**config.mk**
```make
export PLATFORM = sky130hd
export DESIGN_NAME = stream_rr_arbiter
export DESIGN_NICKNAME = d
export VERILOG_FILES = /design/src/rtl/stream_rr_arbiter.sv
export SDC_FILE = /design/constraint.sdc
export NUM_CORES = 1
export LEC_CHECK = 0
export CAP_MARGIN = 5
export CORE_MARGIN = 3
export CORE_UTILIZATION = 39
export CTS_CLUSTER_DIAMETER = 60
export DETAILED_ROUTE_END_ITERATION = 10
export PLACE_DENSITY = 0.93
export SLEW_MARGIN = 20
export SYNTH_ARGS = -nofsm -noshare
export SYNTH_HDL_FRONTEND = slang
export SYNTH_SLANG_ARGS = --single-unit
```
**constraint.sdc**
```tcl
create_clock -name clk -period 5.1 [get_ports clk]
set_input_delay 0.51 -clock clk [delete_from_list [all_inputs] [get_ports clk]]
set_output_delay 0.51 -clock clk [all_outputs]
set_load 0.1 [all_outputs]
```
**src/rtl/stream_rr_arbiter.sv**
```systemverilog
// Round-robin arbiter merging NUM_INPUTS valid/ready streams onto one registered
// output stream, with optional packet locking and a source-index tag per beat.
module stream_rr_arbiter #(
    parameter int NUM_INPUTS   = 4,
    parameter int DATA_WIDTH   = 32,
    parameter int LOCK_ON_LAST = 1,
    parameter int ID_WIDTH     = $clog2(NUM_INPUTS)
) (
    input  logic                             clk,
    input  logic                             rst,
    input  logic [NUM_INPUTS-1:0]            valid_input,
    output logic [NUM_INPUTS-1:0]            ready_input,
    input  logic [NUM_INPUTS*DATA_WIDTH-1:0] data_input,
    input  logic [NUM_INPUTS-1:0]            last_input,
    output logic                             valid_output,
    input  logic                             ready_output,
    output logic [DATA_WIDTH-1:0]            data_output,
    output logic                             last_output,
    output logic [ID_WIDTH-1:0]              id_output
);

    localparam int CW = ID_WIDTH + 1;

    typedef enum logic {UNLOCKED, LOCKED} state_t;

    state_t                stateQ, stateD;
    logic [ID_WIDTH-1:0]   lockIdQ, lockIdD;
    logic [ID_WIDTH-1:0]   pointerQ, pointerD;
    logic                  validQ, validD;
    logic [DATA_WIDTH-1:0] dataQ, dataD;
    logic                  lastQ, lastD;
    logic [ID_WIDTH-1:0]   idQ, idD;

    logic [ID_WIDTH-1:0]   grantIdx;
    logic [ID_WIDTH-1:0]   candIdx;
    logic [CW-1:0]         candSum;
    logic                  grantValid;
    logic                  load;
    logic                  accept;
    logic [DATA_WIDTH-1:0] selData;
    logic                  selLast;

    assign load = !validQ || ready_output;

    // A locked packet owns the grant even while its source is idle.
    always_comb begin
        grantValid = 1'b0;
        grantIdx   = '0;
        candSum    = '0;
        candIdx    = '0;
        if (stateQ == LOCKED) begin
            grantIdx   = lockIdQ;
            grantValid = valid_input[lockIdQ];
        end else begin
            for (int k = 0; k < NUM_INPUTS; k++) begin
                candSum = CW'(pointerQ) + CW'(k);
                if (candSum >= CW'(NUM_INPUTS)) begin
                    candSum = candSum - CW'(NUM_INPUTS);
                end
                candIdx = candSum[ID_WIDTH-1:0];
                if (!grantValid && valid_input[candIdx]) begin
                    grantValid = 1'b1;
                    grantIdx   = candIdx;
                end
            end
        end
    end

    always_comb begin
        ready_input = '0;
        if (!rst && load && grantValid) begin
            ready_input[grantIdx] = 1'b1;
        end
    end

    assign accept = |ready_input;

    always_comb begin
        selData = '0;
        selLast = 1'b0;
        for (int i = 0; i < NUM_INPUTS; i++) begin
            if (grantIdx == ID_WIDTH'(i)) begin
                selData = data_input[i*DATA_WIDTH +: DATA_WIDTH];
                selLast = last_input[i];
            end
        end
    end

    always_comb begin
        stateD   = stateQ;
        lockIdD  = lockIdQ;
        pointerD = pointerQ;
        validD   = validQ;
        dataD    = dataQ;
        lastD    = lastQ;
        idD      = idQ;
        if (load) begin
            validD = accept;
        end
        if (accept) begin
            dataD = selData;
            lastD = selLast;
            idD   = grantIdx;
            if (selLast || LOCK_ON_LAST == 0) begin
                pointerD = (grantIdx == ID_WIDTH'(NUM_INPUTS - 1)) ? '0 : grantIdx + ID_WIDTH'(1);
            end
            if (LOCK_ON_LAST != 0) begin
                stateD  = selLast ? UNLOCKED : LOCKED;
                lockIdD = grantIdx;
            end
        end
    end

    always_ff @(posedge clk) begin
        if (rst) begin
            stateQ   <= UNLOCKED;
            lockIdQ  <= '0;
            pointerQ <= '0;
            validQ   <= 1'b0;
            dataQ    <= '0;
            lastQ    <= 1'b0;
            idQ      <= '0;
        end else begin
            stateQ   <= stateD;
            lockIdQ  <= lockIdD;
            pointerQ <= pointerD;
            validQ   <= validD;
            dataQ    <= dataD;
            lastQ    <= lastD;
            idQ      <= idD;
        end
    end

    assign valid_output = validQ;
    assign data_output  = dataQ;
    assign last_output  = lastQ;
    assign id_output    = idQ;

endmodule

```
==> impl_metrics.yaml, run 1 <==
run_status:
  status: "finished clean"
timing:
  setup_slack_ps: 997
  relSlewSlack: 0.280
  worstMarginPinSlew_ps: 1080
  hold_viol_final: 0
  fmax_ghz: 0.244
  setup_viol: 0
  setup_tns_ps: 0
  finClkSkew_ps: 5.09
  slew_viol_final: 0
  rsz0062_at_grt: "no"
  finalCriticalPeriod_ps: 4100
  fin_crit_sh: 0.804
drt:
  drt_iter0_markers: 157
  drc: 0
  num_vias: 3208
  ant_nets: 0
  wl_um: 9490
  first_pass_iters: 4
  vias_per_cell: 5.69
  wl_per_cell_um: 16.8
global_route:
  grt_busiest_layer: "met2"
  antenna_found_initial: 0
  grt_use_met1: 0.254
  grt_overflow_total: 0
  grt_util_met2: 0.429
  grt_util_met3: 0.0698
  grt_max_degree: 70
  grt_usage: 0.230
  grt_pass1_vias: 3141
  grt_pass1_wl_um: 14300
clock_tree:
  cts_tree: "yes"
  cts_buffers: 5
  cts_resized: 0
  htreeDepth: 2
  post_cts_buffers: 0
  path_clk_slew_ps: 70
  clock_path_buffers: 2
  cts_root_buf: "clkbuf_8"
  ctsHoldBuffers: 0
  insertion_delay_ps: 280
  cts_num_sinks: 39
setup_path:
  cp_data_required_time_ps: 5230
  crit_slowest_cell: "ha_2"
  cp_slowest_stage_delay_ps: 940
  critPathArrivalTime_ps: 4230
  setup.worst_path.start_class: "input port"
  critPathKind: "input port to register"
  crit_chain: "clkdlybuf4s50_1, nor4_1, a311o_1, o31a_1, ha_2, or4_4, nand3_2, a211oi_1, nor3_2"
  crit_path_end_kind: "register"
  critPathMaxFanout: 69
yosys:
  muxShareOfSynthArea: 0.0154
  syn_area_um2: 2680
  synth_compound_area_frac: 0.260
  yosys.area_share.xor_xnor: 0
  synthSimpleGateAreaFrac: 0.327
  synth-seq-cells: 39
  synthArstFlopShare: 0
  yosysSeqAreaShare: 0.292
  yosys_warnings: 0
  synth-edff-count: 0
  syn_area_per_cell_um2: 7.99
  synth_top_family_by_area: "simple AND/OR/NAND/NOR gates"
  synthAdderAreaFrac: 0.0187
  yosys_most_used_dff: "dfxtp_1"
  synth_cell_types: 40
  synthCells: 335
  syn_nets: 478
cells_and_area:
  fin_nets: 631
  finalInstanceArea_um2: 4430
  drive_gt1_frac: 0.0780
  final_common_cell: "clkdlybuf4s50_1"
  area_delta_synth_final_pct: 65.5
  layout_common_cells: "clkdlybuf4s50_1, nor3_1, dfxtp_1"
  num_antenna_cells: 0
placed_design:
  pre_cts_ws_ps: 666
  dpl-instance-area_um2: 4360
  io_buffers: 178
  globalplace.congestion: 0.804
  dp_hpwl_um: 7100
hold_path:
  hold_class: "register to register"
floorplanning:
  die_area_um2: 7900
  ios: 179
  die_y_um: 88.9
  core-area_um2: 6490
  die-width_um: 88.9
  start_util: 0.412
  rows: 29
flow_run:
  maxCapViolations: 0
power_and_ir_drop:
  power.leakage_uw: 0.00154
  p_per_area_nw_per_um2: 662
  ir_drop_uv: 347
## logic make-up (layout without fill, tap and decap cells)
family / count (synthesis) / after routing
and+or+nand+nor: 160 / 160
AOI/OAI and AO/OA: 88 / 88
adders and majority gates: 4 / 4
DFF: 39 / 39
buffers and inverters: 40 / 192
muxes: 4 / 4
## synth_stat cells, types with 2 or more instances
| master | count | area [µm²] |
|---|---|---|
| nor3_1 | 55 | 275 |
| and3_1 | 5 | 31.3 |
| ha_1 | 4 | 50.1 |
| a221oi_1 | 31 | 272 |
| nand2_1 | 8 | 30.0 |
| o21ai_0 | 6 | 30.0 |
| nor3_2 | 8 | 80.1 |
| clkbuf_1 | 20 | 75.1 |
| o31a_1 | 2 | 17.5 |
| a211oi_1 | 32 | 240 |
| mux2i_1 | 3 | 30.0 |
| buf_6 | 4 | 45.0 |
| buf_12 | 2 | 40.0 |
| nor2b_1 | 35 | 219 |
| inv_1 | 5 | 18.8 |
| nor3b_1 | 2 | 15.0 |
| nand2b_1 | 2 | 12.5 |
| a21oi_1 | 9 | 45.0 |
| dfxtp_1 | 39 | 781 |
| nor2_1 | 31 | 116 |
| nor2_2 | 8 | 50.1 |
| buf_2 | 6 | 30.0 |
## worst max-delay path, delay by kind of cell
| family | cells | cell delay (ps) |
|---|---|---|
| simple gates | 4 | 1310 |
| fa+ha+maj | 1 | 940 |
| compound gates | 3 | 930 |
| buf+inv | 1 | 520 |
## flip-flops by register name, indices dropped and copies added (netlist names)
name / count
pointerQ: 2
stateQ: 1
id_output: 2
valid_output: 1
last_output: 1
data_output: 32
## per-layer routing
metal | up-vias | part of all wire | wire [µm]
li1 | 1553 | - | -
met4 | 0 | 0.0085 | 81
met1 | 1483 | 0.38 | 3610
met3 | 8 | 0.091 | 864
met2 | 164 | 0.52 | 4930
met5 | - | 0 | 0
## final timing paths
| check | slack (ps) | start | cells past startpoint | to |
|---|---|---|---|---|
| worst max-delay path | 1000 | valid_input[0] | 9 | data_output[3] |
| worst min-delay path | 450 | last_output | 2 | last_output |
| worst max register to register | 1440 | pointerQ[1] | 10 | data_output[3] |
| worst min register to register | 450 | last_output | 2 | last_output |
## final cells by class
type | count | area, µm²
Clock buffer | 6 | 72.6
Fill cell | 527 | 2060
Inverter | 5 | 18.8
Multi-Input combinational cell | 256 | 1670
Sequential cell | 39 | 781
Tap cell | 77 | 96.3
Timing Repair Buffer | 181 | 1790
## report_power, final
part	internal (µW)	switching, µW	leakage (µW)
Sequential	428	81.7	0.000322
Clock	91.2	97.9	0.0000371
Combinational	689	1540	0.00118
## stage by stage
step                      hold WS, ps   util  power, µW  instances
after floorplan                   481      -       2280        335
after global routing              483  0.682       3100        564
after CTS                         458  0.682       2940        564
after global placement            445  0.671       2700        558
final                             455  0.682       2930        564
after detailed placement          448  0.671       2750        558
Note: power is estimated with default switching activity, not from simulation.
==> run 2: changes to the inputs <==
CORE_UTILIZATION = 33   (was 39)
PLACE_DENSITY = 0.84   (was 0.93)
clock period = 3.5 ns   (was 5.1 ns; I/O delays follow)
==> run 2 against run 1 <==
Effect of this change: via count decreased by 1.7%; design area increased by 3.4%; clock power increased by 42%; largest power group unchanged; final cell count increased by 5.9%; core utilization decreased by 9.5 points; global-route usage decreased by 3.2 points; register-to-register slack got worse by 760 ps; total power increased by 48%; worst setup slack got worse by 550 ps.
==> impl_metrics.yaml, run 2 (same netlist as run 1, synthesis figures left out) <==
timing:
  relSlewSlack: 0.332
  fin_crit_sh: 0.871
  finClkSkew_ps: 3.73
  fmax_ghz: 0.328
  setup_viol: 0
  worstMarginPinSlew_ps: 999
  hold_viol_final: 0
  setup_tns_ps: 0
  rsz0062_at_grt: "no"
  slew_viol_final: 0
  finalCriticalPeriod_ps: 3050
  whs_ps: 459
setup_path:
  critPathMaxFanout: 21
  crit_chain: "clkdlybuf4s50_1, a21oi_1, o21ai_0, o2bb2a_1, mux2i_1, inv_1, ha_2, or4_4, and3_2, buf_4, nor2_1, nor3_1"
  cp_data_required_time_ps: 3620
  critPathArrivalTime_ps: 3170
  crit_path_end_kind: "register"
  critPathKind: "input port to register"
  crit_slowest_cell: "clkdlybuf4s50_1"
  setup.worst_path.start_class: "input port"
  r2r.worst_path.cells: 11
  crit_path_start: "valid_input[0]"
  cp_slowest_stage_delay_ps: 590
  r2r_start: "pointerQ[1]"
  endpoint: "data_output[28]"
  ff2ff_setup_slack_ps: 680
  reg2reg_to: "data_output[28]"
clock_tree:
  cts_num_sinks: 39
  path_clk_slew_ps: 70
  post_cts_buffers: 0
  cts_buffers: 5
  insertion_delay_ps: 280
  clock_path_buffers: 2
  cts_tree: "yes"
  cts_resized: 0
  ctsHoldBuffers: 0
  cts_root_buf: "clkbuf_8"
  htreeDepth: 2
placed_design:
  placed_cells: 591
  io_buffers: 178
  dpl-instance-area_um2: 4510
  dp_hpwl_um: 7330
  globalplace.congestion: 0.770
drt:
  wl_per_cell_um: 15.6
  drt_iter0_markers: 71
  vias_per_cell: 5.28
  drc: 0
  num_vias: 3152
  first_pass_iters: 4
  ant_nets: 0
  wl_um: 9310
floorplanning:
  die_area_um2: 9230
  start_util: 0.343
  die_y_um: 96.1
  ios: 179
  rows: 32
  core-area_um2: 7810
  die-width_um: 96.1
global_route:
  grt_pass1_wl_um: 14300
  grt_usage: 0.198
  grt_max_degree: 46
  grt_overflow_total: 0
  grt_pass1_vias: 3146
  antenna_found_initial: 0
power_and_ir_drop:
  power.leakage_uw: 0.00160
  p_per_area_nw_per_um2: 949
  ir_drop_uv: 414
  power_uw: 4350
hold_path:
  hold_class: "register to register"
cells_and_area:
  final_common_cell: "clkdlybuf4s50_1"
  layout_common_cells: "clkdlybuf4s50_1, nor3_1, dfxtp_1"
  fin_nets: 639
  largest_reg_flops: 32
  area_delta_synth_final_pct: 71.1
  drive_gt1_frac: 0.0949
  nFillCells: 692
  layout.cells.non_filler: 597
  num_antenna_cells: 0
  finalInstanceArea_um2: 4580
run_status:
  status: "finished clean"
flow_run:
  maxCapViolations: 0
==> run 2: changes by cell type in the layout (fill, tap and decap cells not counted) <==
cell,before,now
buf_4,6,10
clkdlybuf4s50_1,174,173
buf_12,0,5
==> run 2: layout make-up <==
class,instances,area (µm²),area share
timing repair buffer,189,1910,0.417
sequential,39,781,0.170
clock buffer,6,72.6,0.0158
tap,102,128,0.0279
inverter,5,18.8,0.00410
multi-input combinational,256,1670,0.365
==> run 2: per-layer routing <==
layer	up-vias	global-route usage	part of all wire
met3	26	0.0610	0.093
met4	0	0.0900	0.034
met1	1403	0.210	0.37
met2	151	0.355	0.50
met5	-	0	0
li1	1572	-	-
==> run 2: critical path, delay by kind of cell <==
kind                     cells  cell delay, ps
AO/OA/AOI/OAI                3             510
adder cells (fa/ha/maj)      1             220
buffers and inverters        3             910
multiplexers                 1             250
AND/OR/NAND/NOR              4             930
==> run 2: power by group <==
group	internal (µW)	total [µW]	switching [µW]	leakage (µW)
Combinational	1080	3330	2250	0.00124
Clock	133	268	136	0.0000371
Sequential	624	744	120	0.000322
==> run 2: through the flow <==
stage	utilization	setup slack, ps
after global placement	0.578	288
after floorplan	-	41.4
after detailed placement	0.578	155
after CTS	0.587	459
final	0.587	451
after global routing	0.587	294
==> run 2: worst min path at each step <==
stage | from | to | depth (start not counted)
global route | last_output | last_output | 2
global placement | last_output | last_output | 2
floorplan | pointerQ[0] | pointerQ[0] | 2
CTS | last_output | last_output | 2
finish | last_output | last_output | 2
detailed placement | last_output | last_output | 2
==> run 3: changes to the inputs <==
ABC_AREA = 1   (was default)
CORE_UTILIZATION = 34   (was 33)
==> run 3 against run 2 <==
Effect of this change: flip-flop and latch count is the same; area after synthesis is 6.2% higher; worst setup slack lost 210 ps; non-clock buffer count grew 4; global-route usage rose by 3.0 points; hold slack gained 43 ps; via count grew 23%; wire length is 21% higher; critical path type is now input port to output port.
==> impl_metrics.yaml, run 3 <==
run_status:
  status: "finished clean"
setup_path:
  setup.worst_path.start_class: "input port"
  crit_chain: "clkdlybuf4s50_1, inv_1, nand2_1, nand3_1, nand2_1, nor2_4, nand3_2, o21ai_0, nor2_2, inv_1, ha_1, inv_1, buf_4, nor2_2, buf_12"
  crit_path_end_kind: "output port"
  reg2reg_to: "stateQ"
  critPathKind: "input port to output port"
  crit_slowest_cell: "clkdlybuf4s50_1"
  critPathMaxFanout: 33
  ff2ff_setup_slack_ps: 470
  crit_path_frequent_cell: "inv_1"
  r2r_start: "pointerQ[1]"
  cp_data_required_time_ps: 3150
  cp_slowest_stage_delay_ps: 500
  r2r.worst_path.cells: 19
  critPathArrivalTime_ps: 2910
clock_tree:
  post_cts_buffers: 0
  insertion_delay_ps: 290
  cts_num_sinks: 39
  path_clk_slew_ps: 70
  cts_buffers: 5
  cts_tree: "yes"
  htreeDepth: 2
  cts_root_buf: "clkbuf_8"
  clock_path_buffers: 2
  ctsHoldBuffers: 0
global_route:
  grt_overflow_total: 0
  grt_usage: 0.227
  antenna_found_initial: 0
  grt_pass1_vias: 3719
  grt_pass1_wl_um: 17800
  grt_max_degree: 39
flow_run:
  maxCapViolations: 0
hold_path:
  hold_start: "data_output[6]"
  hold_end: "data_output[6]"
  hold_class: "register to register"
  hold_depth: 2
drt:
  wl_per_cell_um: 14.9
  drt_iter0_markers: 171
  num_vias: 3871
  wl_um: 11300
  ant_nets: 0
  vias_per_cell: 5.11
  drc: 0
  first_pass_iters: 4
yosys:
  synth_top_cell_by_area: "dfxtp_1"
  synth_cell_types: 24
  synthArstFlopShare: 0
  yosysSeqAreaShare: 0.275
  synth_top_area_frac: 0.275
  synth-seq-cells: 39
  yosys_warnings: 0
  syn_area_um2: 2840
  synth-edff-count: 0
  yosys_most_used_dff: "dfxtp_1"
  synth_common_cells: "nand2_1, nor2_1, o21ai_0, nand3_1"
  syn_nets: 634
  synthCells: 491
  syn_area_per_cell_um2: 5.79
  synth_area_leaders: "dfxtp_1, nand2_1, o21ai_0"
  post-synth-top-count-cell: "nand2_1"
timing:
  worstMarginPinSlew_ps: 1020
  fin_crit_sh: 0.930
  relSlewSlack: 0.318
  slew_viol_final: 0
  setup_viol: 0
  setup_tns_ps: 0
  finClkSkew_ps: 8.46
  finalCriticalPeriod_ps: 3260
  fmax_ghz: 0.307
  hold_viol_final: 0
  rsz0062_at_grt: "no"
cells_and_area:
  multiInputGateArea_um2: 1810
  final_common_cell: "clkdlybuf4s50_1"
  largest_reg_flops: 32
  final-seq-area_um2: 782
  drive_gt1_frac: 0.0687
  layout_common_cells: "clkdlybuf4s50_1, nand2_1, nor2_1"
  nFillCells: 745
  num_antenna_cells: 0
  area_delta_synth_final_pct: 71.0
  fin_nets: 797
floorplanning:
  ios: 179
  rows: 32
  die-width_um: 97.4
  core-area_um2: 7930
  start_util: 0.359
  die_area_um2: 9490
  die_y_um: 97.4
placed_design:
  io_buffers: 178
  dp_hpwl_um: 8760
  globalplace.congestion: 0.891
run 3: changes by cell type after synthesis, moves of 32 or more:
cell      before  now
nand2_1        8  114
o21ai_0        6   68
nor3_1        55    0
nor2_1        31   80
nand3_1        1   46
nor2b_1       35    0
o21ai_1        0   34
a211oi_1      32    0
run 3: worst max-delay path, delay by kind of cell:
kind / cells / cell delay, ps
buffers and inverters: 6 / 1270
AOI/OAI and AO/OA: 1 / 120
adders and majority gates: 1 / 270
and+or+nand+nor: 7 / 840
run 3: cell families (layout without fill, tap and decap cells):
group,count (synthesis),count (layout),share of synthesized area
AND/OR/NAND/NOR,247,247,0.357
buffers and inverters,58,222,0.0933
adder cells (fa/ha/maj),4,4,0.0176
flip-flops,39,39,0.275
AO/OA/AOI/OAI,143,143,0.257
run 3: how the worst max path moves through the flow:
| stage | startpoint | end | cells past startpoint |
|---|---|---|---|
| global route | valid_input[3] | stateQ | 19 |
| finish | valid_input[3] | ready_input[2] | 15 |
| CTS | pointerQ[0] | ready_input[2] | 14 |
| floorplan | id_output[0] | ready_input[1] | 7 |
| global placement | valid_input[3] | ready_input[2] | 15 |
| detailed placement | valid_input[3] | pointerQ[1] | 19 |
run 3: stage by stage:
step                      cell area [µm²]  utilization  setup WS, ps  hold WS (ps)  cells
after floorplan                      2850            -          48.5           419    491
after global placement               4740        0.598           386           478    749
after detailed placement             4740        0.598           182           482    749
after CTS                            4860        0.613           141           504    757
after global routing                 4860        0.613          14.6           518    757
final                                4860        0.613           244           502    757
run 3: final cells by class:
class | instances | share of cell area
Clock buffer | 6 | 0.0170
Clock inverter | 2 | 0.00721
Inverter | 21 | 0.0178
Multi-Input combinational cell | 394 | 0.373
Sequential cell | 39 | 0.161
Tap cell | 102 | 0.0263
Timing Repair Buffer | 193 | 0.398
run 3: what timing repair did:
item / 4_1_cts / 5_1_grt
endpoints found under the setup margin: 0 / 6
gates resized for setup: 0 / 2
hold endpoints to repair: 0 / 0
run 3: layer usage:
layer | part of all wire | GRT usage | vias to the layer above
li1 | - | - | 1943
met1 | 0.39 | 0.248 | 1746
met2 | 0.51 | 0.411 | 156
met3 | 0.076 | 0.0660 | 26
met4 | 0.026 | 0.0873 | 0
met5 | 0 | 0 | -
Power of run 3 is not shown: default switching activity piles up to over one toggle a cycle in this logic, so the estimate is an artifact.
